File: src/rtl/uart_rx_drain_if.sv
// Bundles the RX-FIFO side, the control inputs, the outgoing byte stream and the
// interrupt outputs of the RX drain controller. The controller uses the master
// modport. The RX path and the consumer use the slave modport.
interface uart_rx_drain_if #(
  parameter int DATA_WIDTH  = 8,
  parameter int LEVEL_WIDTH = 4
);
  logic                   sample_tick;
  logic                   fifo_reset;
  logic                   drain_en;
  logic [LEVEL_WIDTH-1:0] rx_thresh;
  logic                   rx_empty;
  logic [LEVEL_WIDTH-1:0] rx_level;
  logic [DATA_WIDTH-1:0]  rx_data;
  logic                   rx_active;
  logic                   frame_error;
  logic                   rd_en;
  logic [DATA_WIDTH-1:0]  m_data;
  logic                   m_valid;
  logic                   m_ready;
  logic                   irq_thresh;
  logic                   irq_timeout;
  logic                   frame_err_sticky;

  modport master (
    input  sample_tick, fifo_reset, drain_en, rx_thresh,
    input  rx_empty, rx_level, rx_data, rx_active, frame_error,
    input  m_ready,
    output rd_en, m_data, m_valid,
    output irq_thresh, irq_timeout, frame_err_sticky
  );

  modport slave (
    output sample_tick, fifo_reset, drain_en, rx_thresh,
    output rx_empty, rx_level, rx_data, rx_active, frame_error,
    output m_ready,
    input  rd_en, m_data, m_valid,
    input  irq_thresh, irq_timeout, frame_err_sticky
  );
endinterface

File: src/rtl/uart_rx_drain_ctrl.sv
// UART RX drain controller.
// Pops the first-word-fall-through RX FIFO one byte at a time and presents each
// byte on a valid/ready stream. The pop sequence is POP, GAP, HOLD. Because of
// this sequence, rd_en is a single-cycle pulse, and consecutive pops are at
// least three cycles apart. The module also raises the threshold interrupt, the
// character-timeout interrupt and a sticky frame-error flag.
module uart_rx_drain_ctrl #(
  parameter int DATA_WIDTH    = 8,
  parameter int LEVEL_WIDTH   = 4,
  parameter int TIMEOUT_TICKS = 640
) (
  input  logic            uart_clk,
  input  logic            rst_n,
  uart_rx_drain_if.master bus
);

  localparam int              CNT_W   = $clog2(TIMEOUT_TICKS + 1);
  localparam logic [CNT_W-1:0] CNT_MAX = CNT_W'(TIMEOUT_TICKS);

  typedef enum logic [1:0] {IDLE, POP, GAP, HOLD} state_t;

  state_t                 state;
  state_t                 state_nxt;
  logic                   pop;
  logic [DATA_WIDTH-1:0]  m_data_q;
  logic [CNT_W-1:0]       to_cnt;
  logic [CNT_W-1:0]       to_cnt_nxt;
  logic                   to_clr;
  logic                   irq_timeout_q;
  logic                   irq_timeout_nxt;
  logic                   irq_thresh_q;
  logic                   frame_err_q;
  logic [LEVEL_WIDTH-1:0] rx_level_p1;

  // Drain FSM state register
  always_ff @(posedge uart_clk or negedge rst_n) begin
    if (!rst_n) state <= IDLE;
    else        state <= state_nxt;
  end

  // Next state and pop strobe; fifo_reset aborts any byte in flight and suppresses rd_en
  always_comb begin
    state_nxt = state;
    pop       = 1'b0;
    if (bus.fifo_reset) begin
      state_nxt = IDLE;
    end else begin
      case (state)
        IDLE:    if (bus.drain_en && !bus.rx_empty) state_nxt = POP;
        POP: begin
          pop       = 1'b1;
          state_nxt = GAP;
        end
        GAP:     state_nxt = HOLD;
        HOLD:    if (bus.m_ready) state_nxt = IDLE;
        default: state_nxt = IDLE;
      endcase
    end
  end

  // Capture the FIFO head word while it is being popped; hold it through GAP/HOLD
  always_ff @(posedge uart_clk or negedge rst_n) begin
    if (!rst_n)   m_data_q <= '0;
    else if (pop) m_data_q <= bus.rx_data;
  end

  // Character-timeout counter next value and interrupt next value
  always_comb begin
    to_clr     = bus.rx_empty || bus.rx_active || pop || (bus.rx_level != rx_level_p1);
    to_cnt_nxt = to_cnt;
    if (to_clr)                                   to_cnt_nxt = '0;
    else if (bus.sample_tick && to_cnt != CNT_MAX) to_cnt_nxt = to_cnt + CNT_W'(1);
    irq_timeout_nxt = irq_timeout_q;
    if (pop || bus.rx_empty)        irq_timeout_nxt = 1'b0;
    else if (to_cnt_nxt == CNT_MAX) irq_timeout_nxt = 1'b1;
  end

  // Interrupt, flag and level-history registers; fifo_reset clears the timeout and error state
  always_ff @(posedge uart_clk or negedge rst_n) begin
    if (!rst_n) begin
      to_cnt        <= '0;
      irq_timeout_q <= 1'b0;
      irq_thresh_q  <= 1'b0;
      frame_err_q   <= 1'b0;
      rx_level_p1   <= '0;
    end else begin
      rx_level_p1  <= bus.rx_level;
      irq_thresh_q <= (bus.rx_thresh != '0) && (bus.rx_level >= bus.rx_thresh);
      if (bus.fifo_reset) begin
        to_cnt        <= '0;
        irq_timeout_q <= 1'b0;
        frame_err_q   <= 1'b0;
      end else begin
        to_cnt        <= to_cnt_nxt;
        irq_timeout_q <= irq_timeout_nxt;
        frame_err_q   <= frame_err_q | bus.frame_error;
      end
    end
  end

  assign bus.rd_en            = pop;
  assign bus.m_valid          = (state == HOLD);
  assign bus.m_data           = m_data_q;
  assign bus.irq_thresh       = irq_thresh_q;
  assign bus.irq_timeout      = irq_timeout_q;
  assign bus.frame_err_sticky = frame_err_q;

endmodule

File: src/flat_wrapper.sv
// flat-port wrapper written by rule: the top's interface ports become plain ports
module uart_rx_drain_ctrl_flat 
#(
  parameter int DATA_WIDTH    = 8,
  parameter int LEVEL_WIDTH   = 4,
  parameter int TIMEOUT_TICKS = 640
)
  (uart_clk, rst_n, bus_sample_tick, bus_fifo_reset, bus_drain_en, bus_rx_thresh, bus_rx_empty, bus_rx_level, bus_rx_data, bus_rx_active, bus_frame_error, bus_m_ready, bus_rd_en, bus_m_data, bus_m_valid, bus_irq_thresh, bus_irq_timeout, bus_frame_err_sticky);
  uart_rx_drain_if #(.DATA_WIDTH(DATA_WIDTH), .LEVEL_WIDTH(LEVEL_WIDTH)) bus_i ();
  input  logic uart_clk;
  input  logic rst_n;
  input wire logic [$bits(bus_i.sample_tick)-1:0] bus_sample_tick;
  input wire logic [$bits(bus_i.fifo_reset)-1:0] bus_fifo_reset;
  input wire logic [$bits(bus_i.drain_en)-1:0] bus_drain_en;
  input wire logic [$bits(bus_i.rx_thresh)-1:0] bus_rx_thresh;
  input wire logic [$bits(bus_i.rx_empty)-1:0] bus_rx_empty;
  input wire logic [$bits(bus_i.rx_level)-1:0] bus_rx_level;
  input wire logic [$bits(bus_i.rx_data)-1:0] bus_rx_data;
  input wire logic [$bits(bus_i.rx_active)-1:0] bus_rx_active;
  input wire logic [$bits(bus_i.frame_error)-1:0] bus_frame_error;
  input wire logic [$bits(bus_i.m_ready)-1:0] bus_m_ready;
  output wire logic [$bits(bus_i.rd_en)-1:0] bus_rd_en;
  output wire logic [$bits(bus_i.m_data)-1:0] bus_m_data;
  output wire logic [$bits(bus_i.m_valid)-1:0] bus_m_valid;
  output wire logic [$bits(bus_i.irq_thresh)-1:0] bus_irq_thresh;
  output wire logic [$bits(bus_i.irq_timeout)-1:0] bus_irq_timeout;
  output wire logic [$bits(bus_i.frame_err_sticky)-1:0] bus_frame_err_sticky;
  assign bus_i.sample_tick = bus_sample_tick;
  assign bus_i.fifo_reset = bus_fifo_reset;
  assign bus_i.drain_en = bus_drain_en;
  assign bus_i.rx_thresh = bus_rx_thresh;
  assign bus_i.rx_empty = bus_rx_empty;
  assign bus_i.rx_level = bus_rx_level;
  assign bus_i.rx_data = bus_rx_data;
  assign bus_i.rx_active = bus_rx_active;
  assign bus_i.frame_error = bus_frame_error;
  assign bus_i.m_ready = bus_m_ready;
  assign bus_rd_en = bus_i.rd_en;
  assign bus_m_data = bus_i.m_data;
  assign bus_m_valid = bus_i.m_valid;
  assign bus_irq_thresh = bus_i.irq_thresh;
  assign bus_irq_timeout = bus_i.irq_timeout;
  assign bus_frame_err_sticky = bus_i.frame_err_sticky;
  uart_rx_drain_ctrl #(.DATA_WIDTH(DATA_WIDTH), .LEVEL_WIDTH(LEVEL_WIDTH), .TIMEOUT_TICKS(TIMEOUT_TICKS)) u_core (.uart_clk(uart_clk), .rst_n(rst_n), .bus(bus_i));
endmodule
File: config.mk
export PLATFORM = sky130hd
export DESIGN_NAME = uart_rx_drain_ctrl_flat
export DESIGN_NICKNAME = d
export VERILOG_FILES = /design/src/rtl/uart_rx_drain_if.sv /design/src/rtl/uart_rx_drain_ctrl.sv /design/src/flat_wrapper.sv
export SDC_FILE = /design/constraint.sdc
export NUM_CORES = 1
export LEC_CHECK = 0
export BUFFER_PORTS_ARGS = -buffer_cell sky130_fd_sc_hd__buf_2
export CORE_MARGIN = 8
export CORE_UTILIZATION = 46
export DETAILED_ROUTE_END_ITERATION = 7
export PLACE_DENSITY = 0.7
export RECOVER_POWER = 50
export REMOVE_ABC_BUFFERS = 1
export SYNTH_ARGS = -nofsm -noshare
export SYNTH_HDL_FRONTEND = slang
export SYNTH_SLANG_ARGS = --single-unit
File: constraint.sdc
create_clock -name uart_clk -period 2.6 [get_ports uart_clk]
set_input_delay 0.26 -clock uart_clk [delete_from_list [all_inputs] [get_ports uart_clk]]
set_output_delay 0.26 -clock uart_clk [all_outputs]
set_load 0.02 [all_outputs]
# [Word level (Yosys, flattened, before mapping)]
# Index checks and enable logic that the tools add are counted.
[totals] input_bits=25 elab_cells=43 reg_bits=27 out_inout_bits=13
[op_classes] addsub=1 n_eq_ne=8 n_lt_le_gt_ge=1 bitwise_logic=1 n_reduce_logical=12 muxes=13
[ops] operator="$mux W10" n=3
[ops] operator="$add A10 B1 Y10 const B" n=1
[ops] operator="$eq A10 B10 Y1 const B" n=1
[ops] operator="$ne A10 B10 Y1 const B" n=1
[ops] operator="$pmux W2 S4" n=1
[ops] operator="$mux W1" n=6
[ops] operator="$mux W2" n=3
[ops] operator="$eq A2 B2 Y1 const B" n=2
[ops] operator="$ge A4 B4 Y1" n=1
[ops] operator="$logic_or A1 B1 Y1" n=4
[ops] operator="$ne A4 B4 Y1" n=1
[ops] operator="$reduce_bool A4 Y1" n=1
[ops] operator="$logic_and A1 B1 Y1" n=3
[ops] operator="$ne A3 B2 Y1 const B" n=1
[ops] operator="$ne A3 B3 Y1 const B" n=1
[ops] operator="$reduce_bool A3 Y1" n=1
[ops] operator="$eq A2 B1 Y1 const B" n=1
[ops] operator="$logic_not A2 Y1" n=1
[ops] operator="$reduce_and A2 Y1" n=1
[ops] operator="$logic_not A1 Y1" n=1
[ops] operator="$or A1 B1 Y1" n=1

# [Depth between registers and ports, before layout]
# Gate-level depths: netlist of run 1.
[depth] depth_word=10 depth_mapped=8 mapped_depth_nobuf=7

# [Worst setup path before layout of run 1]
# Ideal clock, no wire load.
[synth_path] path_type="flip-flop to flip-flop" startpoint="register u_core.state[0]" endpoint="register u_core.to_cnt[2]" setup_ps=72 stages_incl_launch_ff=8 slack_ps=632 synth_period_minus_slack_ps=1968 arrival_ps=1895 cell_sequence="dfrtp_1 ha_1 nor2b_1 buf_6 or4_4 or3_1 buf_6 nor2_1"
[synth_via] elab_chain_cells=7
[synth_lines] item="start: declaration" line_no="uart_rx_drain_ctrl.sv:22" rtl="state_t state;"
[synth_lines] item="start signal: assignment" line_no="uart_rx_drain_ctrl.sv:38" rtl="else state <= state_nxt;"
[synth_lines] item="$eq A2 B1 Y1" line_no="uart_rx_drain_ctrl.sv:48" rtl="case (state)"
[synth_lines] item="$mux W1" line_no="uart_rx_drain_ctrl.sv:48"
[synth_lines] item="$mux W1" line_no="uart_rx_drain_ctrl.sv:45" rtl="if (bus.fifo_reset) begin"
[synth_lines] item="named net bus_rd_en" line_no="flat_wrapper.sv:22" rtl="output wire logic [$bits(bus_i.rd_en)-1:0] bus_rd_en;"
[synth_lines] item="$logic_or A1 B1 Y1 (2 in series)" line_no="uart_rx_drain_ctrl.sv:69" rtl="to_clr = bus.rx_empty || bus.rx_active || pop || (bus.rx_level != rx_level_p1);"
[synth_lines] item="$mux W10" line_no="uart_rx_drain_ctrl.sv:71" rtl="if (to_clr) to_cnt_nxt = '0;"
[synth_lines] item="$mux W10" line_no="uart_rx_drain_ctrl.sv:89" rtl="if (bus.fifo_reset) begin"
[synth_lines] item="end signal: assignment" line_no="uart_rx_drain_ctrl.sv:94" rtl="to_cnt <= to_cnt_nxt;"
[synth_lines] item="end: declaration" line_no="uart_rx_drain_ctrl.sv:26" rtl="logic [CNT_W-1:0] to_cnt;"
# The timed path passes the listed nets, and every way through them passes these cells.
# A chain may end at the register's enable or synchronous reset.

# [Worst setup path after layout of run 1]
[layout_path] startpoint="register u_core.state[0]" endpoint="register u_core.to_cnt[8]"
[layout_via] elab_chain_cells=7
[layout_lines] item="$eq A2 B1 Y1" line_no="uart_rx_drain_ctrl.sv:48"
[layout_lines] item="$mux W1" line_no="uart_rx_drain_ctrl.sv:48"
[layout_lines] item="$mux W1" line_no="uart_rx_drain_ctrl.sv:45"
[layout_lines] item="$logic_or A1 B1 Y1 (2 in series)" line_no="uart_rx_drain_ctrl.sv:69"
[layout_lines] item="$mux W10" line_no="uart_rx_drain_ctrl.sv:71"
[layout_lines] item="$mux W10" line_no="uart_rx_drain_ctrl.sv:89"
# No other way between the ends.

==> flow_summary.yaml, run 1 <==
clocking:
  clk_latency_ns: 0.32
  cts_resized: 0
  cts_buffers: 3
  cts-hold-fix-buffers: 1
  htree_num_levels: 1
  cts_root_buffer: "clkbuf_4"
  clk_pin_slew_ns: 0.15
  clock_path_buffers: 2
  cts.sinks: 27
  post_cts_buffers: 0
  cts_tree: "built"
global_routing:
  grt_pass1_wl_um: 5260
  grt_max_degree: 28
  met1_usage_pct: 15.1
  grt_usage_pct: 12.1
  grt-ovfl-total: 0
  use_met2_pct: 20.2
  antenna_found_initial: 0
  use_met3_pct: 3.58
  busiest_layer: "met2"
  grt_pass1_vias: 1241
die:
  num_rows: 20
  start_util_pct: 48.0
  die-area_um2: 5250
  die_y_um: 72.5
  ioPinCount: 38
  die_x_um: 72.5
  coreArea_um2: 3050
min_path:
  min_path_type: "in -> reg"
logic_synthesis:
  syn_area_um2: 1470
  ys_seq_area_share_pct: 46.1
  yosysWarnings: 0
  ys_ff_latch: 27
  syn_area_per_cell_um2: 10.3
  syn_inst: 143
  ys_types: 31
critical_path:
  cp_max_fo: 10
  required_ns: 2.85
  critPathBufInv: 0
  endpoint_kind: "flop"
  critPathKind: "reg -> reg"
  r2r_setup_slack_ns: 0.43
  crit_path_max_incr_delay_ns: 0.52
  arrival_ns: 2.42
  worst_setup_path_start_kind: "flop"
  critPathTopFamily: "simple AND/OR/NAND/NOR gates"
  crit_chain: "ha_1 -> nor2b_1 -> or4_4 -> or3_1 -> nor2_1"
  cp_slowest_cell: "or4_4"
routing:
  via_per_inst: 5.17
  ant_nets: 0
  wire_per_inst_um: 13.3
  routed_wl_um: 2990
  dr.first_iter.drc_count: 95
  dr.pass1.iters: 4
  vias: 1157
  route.detailed.drc: 0
status:
  status: "finished, final reports clean"
final_layout:
  final_cell_mix: "buf_2 (32), dfrtp_1 (27), nor2_1 (21)"
  drive_above_1_share_pct: 25.0
  syn_to_final_growth_pct: 16.2
  finalNetCount: 215
  final_common_cell: "buf_2"
  fin_util_pct: 55.8
  fin_area_um2: 1700
  diodes: 0
timing:
  setup_violations: 0
  grt_setup_unrepaired: "no"
  slew_violations: 0
  fin_skew_ns: 0.00983
  tns_ns: 0
  fmax_mhz: 461
  period_minus_slack_ns: 2.17
  hold_slack_ns: 0.0756
  period_share_pct: 83.4
  hold_viol: 0
  setup_slack_ns: 0.431
  relSlewSlack_pct: 2.71
  worst_pin_slew_ns: 1.46
job:
  cap_viol_max_count: 0
placement:
  hpwl_um: 2390
  gp_congestion: 0.783
  placed_cell_area_um2: 1670
  port_buffers: 37
  pre_cts_slack_ns: 0.458
power:
  power_density_nw_per_um2: 651
  peakVddDrop_mv: 0.616
  leakage_nw: 0.779
==> metrics by stage <==
step / total power, mW / std cells
global route: 1.18 / 224
floorplan: 0.803 / 138
finish: 1.11 / 224
global placement: 0.925 / 219
CTS: 1.13 / 224
detailed placement: 0.944 / 219
==> registers in the layout (all words and copies together) (netlist names) <==
name,cells
u_core.rx_level_p1,4
u_core.bus.frame_err_sticky,1
u_core.bus.irq_thresh,1
u_core.state,2
u_core.to_cnt,10
u_core.bus.m_data,8
u_core.bus.irq_timeout,1
==> path summary, 6_finish.rpt <==
kind / startpoint / to / cells after the start
worst max-delay path: u_core.state[0] / u_core.to_cnt[8] / 5
worst min-delay path: bus_rx_level[0] / u_core.rx_level_p1[0] / 1
worst max register to register: u_core.state[0] / u_core.to_cnt[8] / 5
worst min register to register: u_core.bus.irq_timeout / u_core.bus.irq_timeout / 2
max in group asynchronous: rst_n / u_core.bus.m_data[5] / 2
min in group asynchronous: rst_n / u_core.to_cnt[1] / 2
==> area by class of cell <==
type	count	area, um2
Clock inverter	1	5.00
Timing Repair Buffer	38	189
Sequential cell	27	676
Clock buffer	3	22.5
Tap cell	44	55.1
Fill cell	303	1350
Inverter	8	30.0
Multi-Input combinational cell	103	727
==> synth_stat cells <==
cell type | number | area [um2]
o41ai_1 | 1 | 8.76
or3_1 | 1 | 6.26
o31ai_1 | 2 | 15.0
clkbuf_1 | 3 | 11.3
nand4_1 | 5 | 31.3
nor2_1 | 21 | 78.8
o21ai_0 | 1 | 5.00
o21ai_1 | 1 | 5.00
inv_1 | 8 | 30.0
nor3_1 | 5 | 25.0
xnor2_1 | 8 | 70.1
nor4b_1 | 1 | 8.76
nor4_1 | 3 | 18.8
nand2b_1 | 2 | 12.5
a21oi_1 | 4 | 20.0
nand3_1 | 4 | 20.0
mux2_2 | 8 | 90.1
nor2b_1 | 4 | 25.0
dfrtp_1 | 27 | 676
o2111ai_1 | 1 | 8.76
buf_6 | 2 | 22.5
or4_4 | 1 | 11.3
and4_1 | 2 | 17.5
mux2i_1 | 3 | 30.0
ha_1 | 9 | 113
a21o_1 | 2 | 15.0
and4b_1 | 1 | 10.0
and3_1 | 1 | 6.26
a41oi_1 | 1 | 8.76
xor2_1 | 5 | 43.8
nand2_1 | 6 | 22.5
==> worst reg2reg max path, stage by stage (launching register included) <==
cell     delay (ns)
dfrtp_1        0.45
ha_1           0.22
nor2b_1        0.26
or4_4          0.52
or3_1          0.49
nor2_1         0.16
==> where the power goes <==
group	switching (mW)	leakage, nW	internal (mW)	total (mW)
sequential	0.0438	0.346	0.501	0.545
combinational	0.217	0.415	0.168	0.385
clock	0.122	0.0177	0.0575	0.179
==> routing by layer <==
metal / vias up / wire length, um
met1: 563 / 1420
met2: 22 / 1430
met5: - / 0
li1: 570 / -
met4: 0 / 10
met3: 2 / 137
==> cells by family after synthesis <==
logic type | Yosys count | share of synthesized area (%)
compound gates | 13 | 5.89
fa+ha+maj | 9 | 7.68
flops | 27 | 46.1
buf+inv | 13 | 4.35
xor+xnor | 13 | 7.76
mux | 11 | 8.19
simple gates | 57 | 20.1
Note: power is estimated with default switching activity, not from simulation.
==> run 2: changes to the inputs <==
--- a/config.mk
+++ b/config.mk
@@ -9,7 +9,7 @@
 export CORE_MARGIN = 8
 export CORE_UTILIZATION = 46
 export DETAILED_ROUTE_END_ITERATION = 7
-export PLACE_DENSITY = 0.7
+export PLACE_DENSITY = 0.73
 export RECOVER_POWER = 50
 export REMOVE_ABC_BUFFERS = 1
 export SYNTH_ARGS = -nofsm -noshare
==> constraint.sdc (replaced) <==
create_clock -name uart_clk -period 1.9 [get_ports uart_clk]
set_input_delay 0.19 -clock uart_clk [delete_from_list [all_inputs] [get_ports uart_clk]]
set_output_delay 0.19 -clock uart_clk [all_outputs]
set_load 0.02 [all_outputs]
==> run 2 against run 1 <==
Against the previous run:
- hold slack worse by 0.046 ns
- non-clock buffer count is 14 higher
- clock skew decreased by 0.0023 ns
- combinational power up 50%
- total power is 41% higher
==> flow_summary.yaml, run 2 (same netlist as run 1, synthesis figures left out) <==
critical_path:
  r2r_cells: 6
  endpoint_kind: "flop"
  arrival_ns: 2.12
  worst_setup_path_start_kind: "flop"
  required_ns: 2.16
  critPathKind: "reg -> reg"
  cp_max_fo: 3
die:
  ioPinCount: 38
  die-area_um2: 5250
  die_x_um: 72.5
  num_rows: 20
  start_util_pct: 48.0
  coreArea_um2: 3050
  die_y_um: 72.5
routing:
  route.detailed.drc: 0
  top_layer: "met4"
  dr.pass1.iters: 4
  wl_met2_um: 1650
  wire_per_inst_um: 13.6
  ant_nets: 0
  routed_wl_um: 3240
  dr_wl_met3_um: 172
  wl_met1_um: 1360
  dr.first_iter.drc_count: 67
  vias: 1213
  via_per_inst: 5.08
placement:
  gp_congestion: 0.897
  hpwl_um: 2500
  pre_cts_slack_ns: -0.0465
  dp.cells: 230
  port_buffers: 37
clocking:
  htree_num_levels: 1
  clk_pin_slew_ns: 0.14
  post_cts_buffers: 0
  cts_tree: "built"
  cts_root_buffer: "clkbuf_4"
  clk_latency_ns: 0.33
  clock_path_buffers: 2
  cts_buffers: 3
  cts.sinks: 27
global_routing:
  grt_usage_pct: 12.5
  grt_pass1_wl_um: 5220
  grt_pass1_vias: 1234
  antenna_found_initial: 0
  grt_max_degree: 28
  grt-ovfl-total: 0
final_layout:
  regMostFlops: "u_core.to_cnt"
  drive_above_1_share_pct: 32.3
  diodes: 0
  finalNetCount: 230
  syn_to_final_growth_pct: 26.4
  multi_input_area_um2: 762
  layoutNonFillerInstCount: 239
  final_common_cell: "buf_2"
  largest_reg_flops: 10
  fin_util_pct: 60.7
  final_cell_mix: "buf_2 (32), dfrtp_1 (27), nor2_1 (19)"
  seq_area_um2: 676
  fillers: 268
timing:
  hold_viol: 0
  setup_violations: 0
  relSlewSlack_pct: 55.9
  fmax_mhz: 537
  period_share_pct: 98.0
  period_minus_slack_ns: 1.86
  fin_skew_ns: 0.00748
  tns_ns: 0
  grt_setup_unrepaired: "yes"
  slew_violations: 0
  setup_slack_ns: 0.0383
  worst_pin_slew_ns: 0.662
power:
  clkPwrFrac_pct: 15.9
  p_sw_mw: 0.536
  switching_share_pct: 34.3
  peakVddDrop_mv: 0.482
  pwr-share-seq_pct: 47.2
  power_density_nw_per_um2: 843
  intPower_mw: 1.03
  leakage_nw: 0.859
  p_comb_share_pct: 36.9
status:
  status: "finished, final reports clean"
min_path:
  whs_path_depth: 1
  min_path_type: "in -> reg"
job:
  cap_viol_max_count: 0
## run 2: power by group through the flow
| stage | clock (mW) | combinational (mW) | sequential [mW] |
|---|---|---|---|
| 3_5_place_dp | 0 | 0.582 | 0.751 |
| 2_1_floorplan | 0 | 0.230 | 0.868 |
| 4_1_cts | 0.260 | 0.589 | 0.739 |
| 3_3_place_gp | 0 | 0.557 | 0.743 |
| 6_report | 0.248 | 0.577 | 0.737 |
| 5_1_grt | 0.275 | 0.636 | 0.751 |
## run 2: what timing repair did
action | CTS | global route
hold buffers | 3 | 1
pin swaps | 0 | 1
setup endpoints to repair | 11 | 7
endpoints found under the hold margin | 29 | 1
gates cloned | 0 | 1
gates resized for setup | 2 | 4
## run 2: cell type report
class	count	share of cell area, %
Sequential cell	27	36.5
Timing Repair Buffer	52	16.3
Clock inverter	1	0.270
Tap cell	44	2.97
Multi-Input combinational cell	104	41.1
Inverter	8	1.62
Clock buffer	3	1.22
## run 2: worst paths after layout
kind	startpoint	end	slack, ns
max	u_core.state[0]	u_core.bus.irq_timeout	0.04
min in group asynchronous	rst_n	u_core.to_cnt[7]	0.41
max reg2reg	u_core.state[0]	u_core.bus.irq_timeout	0.04
min	bus_rx_level[3]	u_core.rx_level_p1[3]	0.03
min reg2reg	u_core.bus.irq_timeout	u_core.bus.irq_timeout	0.50
max in group asynchronous	rst_n	u_core.state[1]	1.07
## run 2: metrics by stage
step | hold WS [ns] | power [mW] | instance area [um2]
2_1_floorplan | -0.106 | 1.10 | 1430
3_5_place_dp | 0.231 | 1.33 | 1760
4_1_cts | 0.000556 | 1.59 | 1820
5_1_grt | 0.0272 | 1.66 | 1850
3_3_place_gp | 0.222 | 1.30 | 1760
6_report | 0.0294 | 1.56 | 1850
## run 2: worst max-delay path, stage by stage, from the launching register on
cell and delay (ns):
dfrtp_1 0.42, ha_1 0.22, nor2b_1 0.15, or4_4 0.51, nor4_2 0.22, o2111ai_1 0.15
o21ai_1 0.13
## run 2: layer usage
| metal | GRT usage [%] | vias up |
|---|---|---|
| met2 | 21.6 | 37 |
| li1 | - | 601 |
| met4 | 6.00 | 0 |
| met3 | 2.75 | 6 |
| met1 | 14.1 | 569 |
| met5 | 0 | - |
